<file path="config.mk">
export PLATFORM = sky130hd
export DESIGN_NAME = branch_predictor_table
export DESIGN_NICKNAME = d
export VERILOG_FILES = /design/src/rtl/bp_pkg.sv /design/src/rtl/sat_counter_update.sv /design/src/rtl/branch_predictor_table.sv
export SDC_FILE = /design/constraint.sdc
export NUM_CORES = 1
export LEC_CHECK = 0
export CAP_MARGIN = 20
export CORE_MARGIN = 3
export CORE_UTILIZATION = 55
export CTS_CLUSTER_SIZE = 40
export DETAILED_ROUTE_END_ITERATION = 8
export GPL_TIMING_DRIVEN = 0
export PLACE_DENSITY = 0.84
export REMOVE_ABC_BUFFERS = 1
export SYNTH_ARGS = -nofsm -noshare
export SYNTH_HDL_FRONTEND = slang
export SYNTH_SLANG_ARGS = --single-unit
</file>
<file path="constraint.sdc">
create_clock -name clk -period 5.1 [get_ports clk]
set_clock_uncertainty 0.1 [all_clocks]
set_input_delay 1.02 -clock clk [delete_from_list [all_inputs] [get_ports clk]]
set_output_delay 1.02 -clock clk [all_outputs]
set_load 0.1 [all_outputs]
</file>
<file path="src/rtl/bp_pkg.sv">
`default_nettype none
// ============================================================================
// Module      : bp_pkg
// Description : Shared types, default parameter values and the saturating
//               counter step function for the branch predictor table.
// Revision    : 1.0 - initial release
// ============================================================================
package bp_pkg;

  // Default parameter values for branch_predictor_table
  localparam int BP_IDX_W     = 6;
  localparam int BP_CNT_W     = 2;
  localparam int BP_HIST_W    = 0;
  localparam int BP_INIT      = (1 << BP_CNT_W) - 1;
  localparam int BP_STAT_W    = 16;

  // Widest counter the step function has to handle
  localparam int BP_CNT_MAX_W = 4;

  // Controller states: S_INIT sweeps the table, S_RUN serves traffic
  typedef enum logic [0:0] {
    S_INIT = 1'b0,
    S_RUN  = 1'b1
  } bp_state_e;

  // Next value of a cnt_w-bit saturating counter; clamps at 0 and 2^cnt_w-1
  function automatic logic [BP_CNT_MAX_W-1:0] sat_next(
    input logic [BP_CNT_MAX_W-1:0] cnt,
    input logic                    taken,
    input int                      cnt_w
  );
    logic [BP_CNT_MAX_W-1:0] max_v;
    max_v = BP_CNT_MAX_W'((1 << cnt_w) - 1);
    if (taken) begin
      return (cnt >= max_v) ? max_v : cnt + BP_CNT_MAX_W'(1);
    end
    return (cnt == '0) ? '0 : cnt - BP_CNT_MAX_W'(1);
  endfunction

endpackage
`default_nettype wire

</file>
<file path="src/rtl/sat_counter_update.sv">
`default_nettype none
// ============================================================================
// Module      : sat_counter_update
// Description : Combinational saturating up/down step for one table counter.
// Revision    : 1.0 - initial release
// ============================================================================
module sat_counter_update
  import bp_pkg::*;
#(
  parameter int CNT_W = BP_CNT_W
) (
  input  logic [CNT_W-1:0] i_cnt,
  input  logic             i_taken,
  output logic [CNT_W-1:0] o_next
);

  logic [BP_CNT_MAX_W-1:0] w_cnt_ext;
  logic [BP_CNT_MAX_W-1:0] w_next_ext;
  logic                    w_unused_bits;

  // Widen to the function's fixed width, step, then narrow back
  assign w_cnt_ext     = BP_CNT_MAX_W'(i_cnt);
  assign w_next_ext    = sat_next(w_cnt_ext, i_taken, CNT_W);
  assign o_next        = w_next_ext[CNT_W-1:0];
  // Upper bits are always zero for narrow counters
  assign w_unused_bits = ^w_next_ext;

endmodule
`default_nettype wire

</file>
<file path="src/rtl/branch_predictor_table.sv">
`default_nettype none
// ============================================================================
// Module      : branch_predictor_table
// Description : Table of saturating counters giving bimodal or gshare branch
//               direction predictions, with self-initialisation sweep,
//               flush, and update / misprediction statistics.
// Revision    : 1.0 - initial release
// ============================================================================
module branch_predictor_table
  import bp_pkg::*;
#(
  parameter int IDX_W  = BP_IDX_W,
  parameter int CNT_W  = BP_CNT_W,
  parameter int HIST_W = BP_HIST_W,
  parameter int INIT   = (1 << CNT_W) - 1,
  parameter int STAT_W = BP_STAT_W
) (
  input  logic              clk,
  input  logic              rst,
  input  logic              flush,
  output logic              ready,
  input  logic              req_valid,
  input  logic [IDX_W-1:0]  req_pc,
  output logic              pred_valid,
  output logic              pred_taken,
  output logic [IDX_W-1:0]  pred_idx,
  input  logic              upd_valid,
  input  logic [IDX_W-1:0]  upd_idx,
  input  logic              upd_taken,
  input  logic              upd_pred,
  output logic [STAT_W-1:0] stat_updates,
  output logic [STAT_W-1:0] stat_mispred
);

  localparam int                DEPTH      = 1 << IDX_W;
  localparam logic [CNT_W-1:0]  c_init_val = CNT_W'(INIT);
  localparam logic [IDX_W-1:0]  c_last_idx = IDX_W'(DEPTH - 1);
  localparam logic [STAT_W-1:0] c_stat_max = '1;

  bp_state_e         r_state;
  logic [IDX_W-1:0]  r_sweep;
  logic [CNT_W-1:0]  r_table [DEPTH];
  logic              r_pred_valid;
  logic              r_pred_taken;
  logic [IDX_W-1:0]  r_pred_idx;
  logic [STAT_W-1:0] r_stat_upd;
  logic [STAT_W-1:0] r_stat_mis;

  logic              w_run;
  logic              w_req_en;
  logic              w_upd_en;
  logic [IDX_W-1:0]  w_hist_ext;
  logic [IDX_W-1:0]  w_req_idx;
  logic [CNT_W-1:0]  w_req_cnt;
  logic [CNT_W-1:0]  w_upd_cnt;
  logic [CNT_W-1:0]  w_upd_next;
  logic              w_we;
  logic [IDX_W-1:0]  w_waddr;
  logic [CNT_W-1:0]  w_wdata;

  // Traffic is accepted only in RUN; a flush in the same cycle discards it
  assign w_run     = (r_state == S_RUN);
  assign w_req_en  = w_run & req_valid & ~flush;
  assign w_upd_en  = w_run & upd_valid & ~flush;

  // Both read ports see the table as it was before this edge (no bypass)
  assign w_req_idx = req_pc ^ w_hist_ext;
  assign w_req_cnt = r_table[w_req_idx];
  assign w_upd_cnt = r_table[upd_idx];

  // Single write port shared by the INIT sweep and the RUN update
  assign w_we      = ~w_run | w_upd_en;
  assign w_waddr   = w_run ? upd_idx : r_sweep;
  assign w_wdata   = w_run ? w_upd_next : c_init_val;

  sat_counter_update #(
    .CNT_W (CNT_W)
  ) u_sat_update (
    .i_cnt   (w_upd_cnt),
    .i_taken (upd_taken),
    .o_next  (w_upd_next)
  );

  generate
    if (HIST_W > 0) begin : g_gshare
      logic [HIST_W-1:0] r_hist;

      // Global history: shift in each resolved direction at the LSB
      always_ff @(posedge clk or posedge rst) begin
        if (rst) begin
          r_hist <= '0;
        end else if (flush) begin
          r_hist <= '0;
        end else if (w_upd_en) begin
          r_hist <= HIST_W'({r_hist, upd_taken});
        end
      end

      assign w_hist_ext = IDX_W'(r_hist);
    end else begin : g_bimodal
      assign w_hist_ext = '0;
    end
  endgenerate

  // Counter storage: no reset so it maps onto distributed RAM
  always_ff @(posedge clk) begin
    if (w_we) begin
      r_table[w_waddr] <= w_wdata;
    end
  end

  // Controller: INIT sweep / RUN, plus the registered prediction response
  always_ff @(posedge clk or posedge rst) begin
    if (rst) begin
      r_state      <= S_INIT;
      r_sweep      <= '0;
      r_pred_valid <= 1'b0;
      r_pred_taken <= 1'b0;
      r_pred_idx   <= '0;
    end else if (flush) begin
      r_state      <= S_INIT;
      r_sweep      <= '0;
      r_pred_valid <= 1'b0;
    end else begin
      r_pred_valid <= w_req_en;
      if (w_req_en) begin
        r_pred_taken <= w_req_cnt[CNT_W-1];
        r_pred_idx   <= w_req_idx;
      end
      if (r_state == S_INIT) begin
        r_sweep <= r_sweep + IDX_W'(1);
        if (r_sweep == c_last_idx) begin
          r_state <= S_RUN;
        end
      end
    end
  end

  // Saturating update and misprediction counters
  always_ff @(posedge clk or posedge rst) begin
    if (rst) begin
      r_stat_upd <= '0;
      r_stat_mis <= '0;
    end else if (flush) begin
      r_stat_upd <= '0;
      r_stat_mis <= '0;
    end else if (w_upd_en) begin
      if (r_stat_upd != c_stat_max) begin
        r_stat_upd <= r_stat_upd + STAT_W'(1);
      end
      if ((upd_taken != upd_pred) && (r_stat_mis != c_stat_max)) begin
        r_stat_mis <= r_stat_mis + STAT_W'(1);
      end
    end
  end

  assign ready        = w_run;
  assign pred_valid   = r_pred_valid;
  assign pred_taken   = r_pred_taken;
  assign pred_idx     = r_pred_idx;
  assign stat_updates = r_stat_upd;
  assign stat_mispred = r_stat_mis;

endmodule
`default_nettype wire

</file>
======== Word level (Yosys, flattened, before mapping) ========
Memory sizes are Yosys's and may differ from the RTL's. A register that Yosys moved wholly into a read port is not among the register bits.
Index checks and enable logic that the tools add are counted.
word-level totals
  bits in latches ......................... 0
  bits in registers ....................... 46
  logic and storage cells ................. 54
  output and inout port bits .............. 41
  memory bits (writable) .................. 128
  memories kept ........................... 1
  bits in read-only memories .............. 0
operators by class
  add/sub/neg operators ................... 5
  reduce and logical (&&, ||, !) cells .... 8
  equality and inequality tests ........... 5
  order comparisons ....................... 1
  bitwise gates (word level) .............. 7
  shifts and indexed selects .............. 0
  mux-type cells .......................... 21
  multipliers ............................. 0
  divide/modulo/power cells ............... 0
memory list
  memory   words  bits a word  rd ports  clocked after Yosys merged registers in  wr ports  line                          RTL
  r_table  64     2            2         1                                        1         branch_predictor_table.sv:42  logic [CNT_W-1:0] r_table [DEPTH];
operators with widths
  cell                                                                number
  16-bit 2-to-1 mux                                                   6
  16-bit by 1-bit adder with 16-bit output, second input constant     2
  16-bit inequality test, second input constant                       2
  6-bit 2-to-1 mux                                                    3
  2-bit 2-to-1 mux                                                    5
  1-bit 2-to-1 mux                                                    7
  6-bit by 1-bit adder with 6-bit output, second input constant       1
  6-bit equality test, second input constant                          1
  2-bit AND reduction                                                 3
  2-bit nonzero test                                                  3
  1-bit AND                                                           4
  4-bit zero test                                                     1
  2-bit by 1-bit adder with 2-bit output, second input constant       1
  2-bit greater-or-equal comparator, second input constant            1
  2-bit inequality test, second input constant                        1
  1-bit NOT                                                           2
  2-bit by 1-bit subtractor with 2-bit output, second input constant  1
  1-bit logical AND                                                   1
  1-bit inequality test                                               1
  1-bit OR                                                            1

======== Logic depth before layout (Yosys ltp) ========
An unclocked memory read counts as a cell.
  depth in word-level cells ............... 6
  depth in mapped cells ................... 10
  gate-level depth less buffers ........... 7

======== Hierarchy ========
From an unflattened synthesis, not the netlist that was laid out.
unflattened totals
  cell total of the unflattened synthesis .. 604
  area, all modules ....................... 8,303.0 um^2
modules (own cells, without submodules)
  module                  cells an instance  area each (um^2)  instances  sequential area each (um^2)
  branch_predictor_table  601                8,276.7           1          5,019.8
  sat_counter_update      3                  26.3              1          0.0

======== Least setup slack after synthesis ========
OpenSTA, ideal clock, no wires.
  path kind ............................... input -> register
  from .................................... input port upd_idx[1]
  to ...................................... memory r_table[0][0] in the netlist's numbering (data pin)
  slack ................................... 0.864 ns
  data arrival time ....................... 3.756 ns
  setup time .............................. 0.380 ns
  stages .................................. 6
  required time ........................... 4.620 ns
  buffers on the path ..................... 2
  cells stage by stage .................... buf_2 -> buf_2 -> mux4_2 -> mux4_2 -> o31ai_1 -> o41a_1
on the way
  longest elaborated chain between the ends .. 6
  elaborated cells between the ends (all ways) .. 10
  classes of those cells .................. add/sub (2); order compare (1); mux (5); reduce/logical (1); memory (1)
RTL lines
  item                                                                                                line                          RTL
  from (decl)                                                                                         branch_predictor_table.sv:28  input logic [IDX_W-1:0] upd_idx,
  memory read 64 x 2 bit *                                                                            --
  2-bit by 1-bit adder with 2-bit output / 2-bit greater-or-equal comparator (equally long branches)  bp_pkg.sv:35                  return (cnt >= max_v) ? max_v : cnt + BP_CNT_MAX_W'(1);
  2-bit 2-to-1 mux                                                                                    bp_pkg.sv:35
  2-bit 2-to-1 mux                                                                                    bp_pkg.sv:34                  if (taken) begin
  2-bit 2-to-1 mux *                                                                                  bp_pkg.sv:37                  return (cnt == '0) ? '0 : cnt - BP_CNT_MAX_W'(1);
  2-bit 2-to-1 mux *                                                                                  branch_predictor_table.sv:74  assign w_wdata = w_run ? w_upd_next : c_init_val;
  net w_wdata[0]                                                                                      branch_predictor_table.sv:59  logic [CNT_W-1:0] w_wdata;
  to (decl)                                                                                           branch_predictor_table.sv:42
Mark *: on every way through the listed nets, which the timed path passes. The rest lies on a longest branch. The select of a mux whose other input is x is not followed.

======== Final worst setup path ========
  from .................................... input port upd_idx[2]
  to ...................................... memory r_table[18][0] in the netlist's numbering (data pin)
Same word-level chain as after synthesis.

==> out/metrics.cfg <==
[synth]
synth_area_um2=8220
synth_cell_type_count=52
yosysWarnings=0
ys_ff_latch=175
synth_ff_type=edfxtp_1
synth_edf_count=128
netlist_instances=575
ys_async_sr_fraction_pct=26.9
syn_avg_cell_area_um2=14.3
seq_area_frac_synth_pct=61.1

[cells_and_area]
fillers=976
n_antenna_cell=0
drive_gt1_share_pct=14.3
areaGrowthSynthToFinish_pct=17.1
final_area_um2=9630
finalNetCount=654

[critical_path]
cp-start-kind=primary input
critical-path-top-delay-family=buffers and inverters
crit_end=r_table[18][0]
arrival_ns=4.53
path_depth=9
crit_buf_inv=3
crit_path_max_incr_delay_ns=0.89
critPathMaxFanout=36
crit_slowest_cell=clkdlybuf4s50_1
crit_type=primary input to flip-flop
crit_start=upd_idx[2]
rrSetupSlack_ns=1.73
r2r-start=r_table[61][1]
worstPathCellList=clkdlybuf4s50_1 -> buf_16 -> mux4_2 -> mux4_2 -> nand2b_1 -> a22oi_1 -> nor2_1 -> o41a_2 -> buf_16
endpoint_kind=flip-flop
required_ns=5.17
r2r-end=r_table[18][0]
reg2regPathDepth=7

[timing]
finalSetupTns_ns=0
relSlewSlack_pct=32.8
rsz0062_at_grt=false
hold_viol=0
fmax_mhz=224
setup_viol=0
slew_violations=0
worst_pin_slew_ns=1.00
worst_hold_slack_ns=0.391
min_period_over_period_pct=87.4
period_minus_slack_ns=4.46

[cts]
cts_setup_buffers=0
cts_tree=yes
cts_resized=0
cts_max_path_buffers=2
cts.clk_slew.worst_paths_ns=0.06
cts_buffers=17
h-tree-depth=4
cts-root-buf=clkbuf_16
ctsHoldBuffers=0
clk_latency_ns=0.44
cts.sinks=175

[placed_design]
place_area_um2=9010
hpwl_um=12800
port_buffers=59
gp_congestion=0.897

[floorplan]
num_rows=44
die_w_um=128
die_h_um=128
die_area_um2=16400
core-area_um2=14600
start_util_pct=56.3
pin_count=60

[detailed_routing]
wl_per_cell_um=23.6
drc_errors=0
drt-initial-drc-count=529
wirelength_um=19500
vias_per_cell=6.56
wl_met2_um=9640
vias=5441
drtPass1Iterations=5
antenna_left=0
wl_met3_um=1930
highest_layer=met4
met1Wirelength_um=7260

[flow_run]
max_cap_violations=0

[power]
vdd_drop_max_uv=377
p_per_area_nw_per_um2=315
p_leak_nw=3.34

[global_route]
antenna_found_initial=0
grt_max_degree=52
grt.total_usage_pct=24.6
overflow=0
grt_pass1_vias=5458
grt_pass1_wl_um=30100

[hold_path]
hp-class=flip-flop to flip-flop
hp-start=pred_idx[2]

[run_status]
status=finished, final reports clean

power breakdown:
group	total, mW	switching [mW]	internal [mW]	leakage [nW]
sequential	1.53	0.00710	1.52	1.73
clock	1.29	0.561	0.729	0.277
combinational	0.218	0.134	0.0846	1.33
total	3.04	0.702	2.33	3.34
sequential cells by signal, summed over array words and instances (netlist names):
| register | count |
|---|---|
| stat_mispred | 16 |
| r_sweep | 6 |
| ready | 1 |
| pred_taken | 1 |
| stat_updates | 16 |
| pred_valid | 1 |
| pred_idx | 6 |
| r_table | 128 |
cells in the mapped netlist (4+ instances only):
cell type  instances  area share (%)
a21oi_1            5            0.30
and3_1             8            0.61
and4_1             6            0.64
buf_1              4            0.18
buf_2              6            0.37
clkbuf_1          17            0.78
dfrtp_1           47              14
edfxtp_1         128              47
inv_1              8            0.37
mux2i_1           11             1.3
mux4_1            10             3.2
mux4_2            45              12
nand2_1           47             2.1
nand3_1           14            0.85
nand4_1           10            0.76
nor2_1           110             5.0
nor2b_1            5            0.38
o211ai_1           6            0.55
o21ai_0            4            0.24
xnor2_1            4            0.43
xor2_1            30             3.2
area by class of cell:
class	instances	area [um2]	share of cell area (%)
Clock inverter	14	153	1.59
Sequential cell	175	5020	52.2
Multi-Input combinational cell	360	3020	31.4
Timing Repair Buffer	67	733	7.62
Inverter	11	41.3	0.429
Tap cell	184	230	2.39
Clock buffer	18	429	4.46
metal layers:
layer  GRT usage [%]  vias to the layer above
met3            6.54                       69
met2            38.6                      351
met5               0                        -
met1            32.2                     2708
li1                -                     2313
met4            11.5                        0
per-stage QoR:
| step | cells | utilization (%) | power [mW] | setup slack [ns] |
|---|---|---|---|---|
| 2_1_floorplan | 546 | - | 1.67 | 1.38 |
| 3_3_place_gp | 789 | 61.0 | 1.76 | -1.37 |
| 3_5_place_dp | 795 | 61.7 | 1.77 | 0.219 |
| 4_1_cts | 827 | 65.7 | 3.04 | 0.640 |
| 5_1_grt | 829 | 66.0 | 3.12 | 0.488 |
| 6_report | 829 | 66.0 | 3.04 | 0.641 |
worst reg2reg max path, stage by stage, from the launching register on:
cell	delay, ns
edfxtp_1	0.47
mux4_2	0.53
mux4_2	0.46
nand2b_1	0.15
a22oi_1	0.26
nor2_1	0.09
o41a_2	0.74
buf_16	0.29
how the worst min path moves through the flow:
stage | endpoint | depth (start not counted)
6_report | pred_idx[2] | 2
5_1_grt | pred_idx[4] | 2
4_1_cts | pred_idx[4] | 2
3_5_place_dp | pred_idx[2] | 2
3_3_place_gp | pred_idx[1] | 2
2_1_floorplan | r_sweep[4] | 2
layout by cell type, fill, tap and decap left out, types with 6 or more instances in the layout:
cell type | synthesis | layout
inv_6 | 0 | 7
edfxtp_1 | 128 | 128
clkdlybuf4s50_1 | 0 | 56
dfrtp_1 | 47 | 47
inv_1 | 8 | 7
xor2_1 | 30 | 30
and4_1 | 6 | 6
mux2i_1 | 11 | 11
nand2_1 | 47 | 47
and3_1 | 8 | 8
o211ai_1 | 6 | 6
clkbuf_16 | 0 | 17
nor2_1 | 110 | 110
mux4_2 | 45 | 45
nand4_1 | 10 | 10
nand3_1 | 14 | 14
mux4_1 | 10 | 10
kinds of logic after synthesis:
family,share of synthesized area (%)
xor+xnor,3.62
fa+ha+maj,0.457
simple gates,11.3
buf+inv,2.21
compound gates,4.10
mux,17.2
flops,61.1
Note: power is estimated with default switching activity, not from simulation.
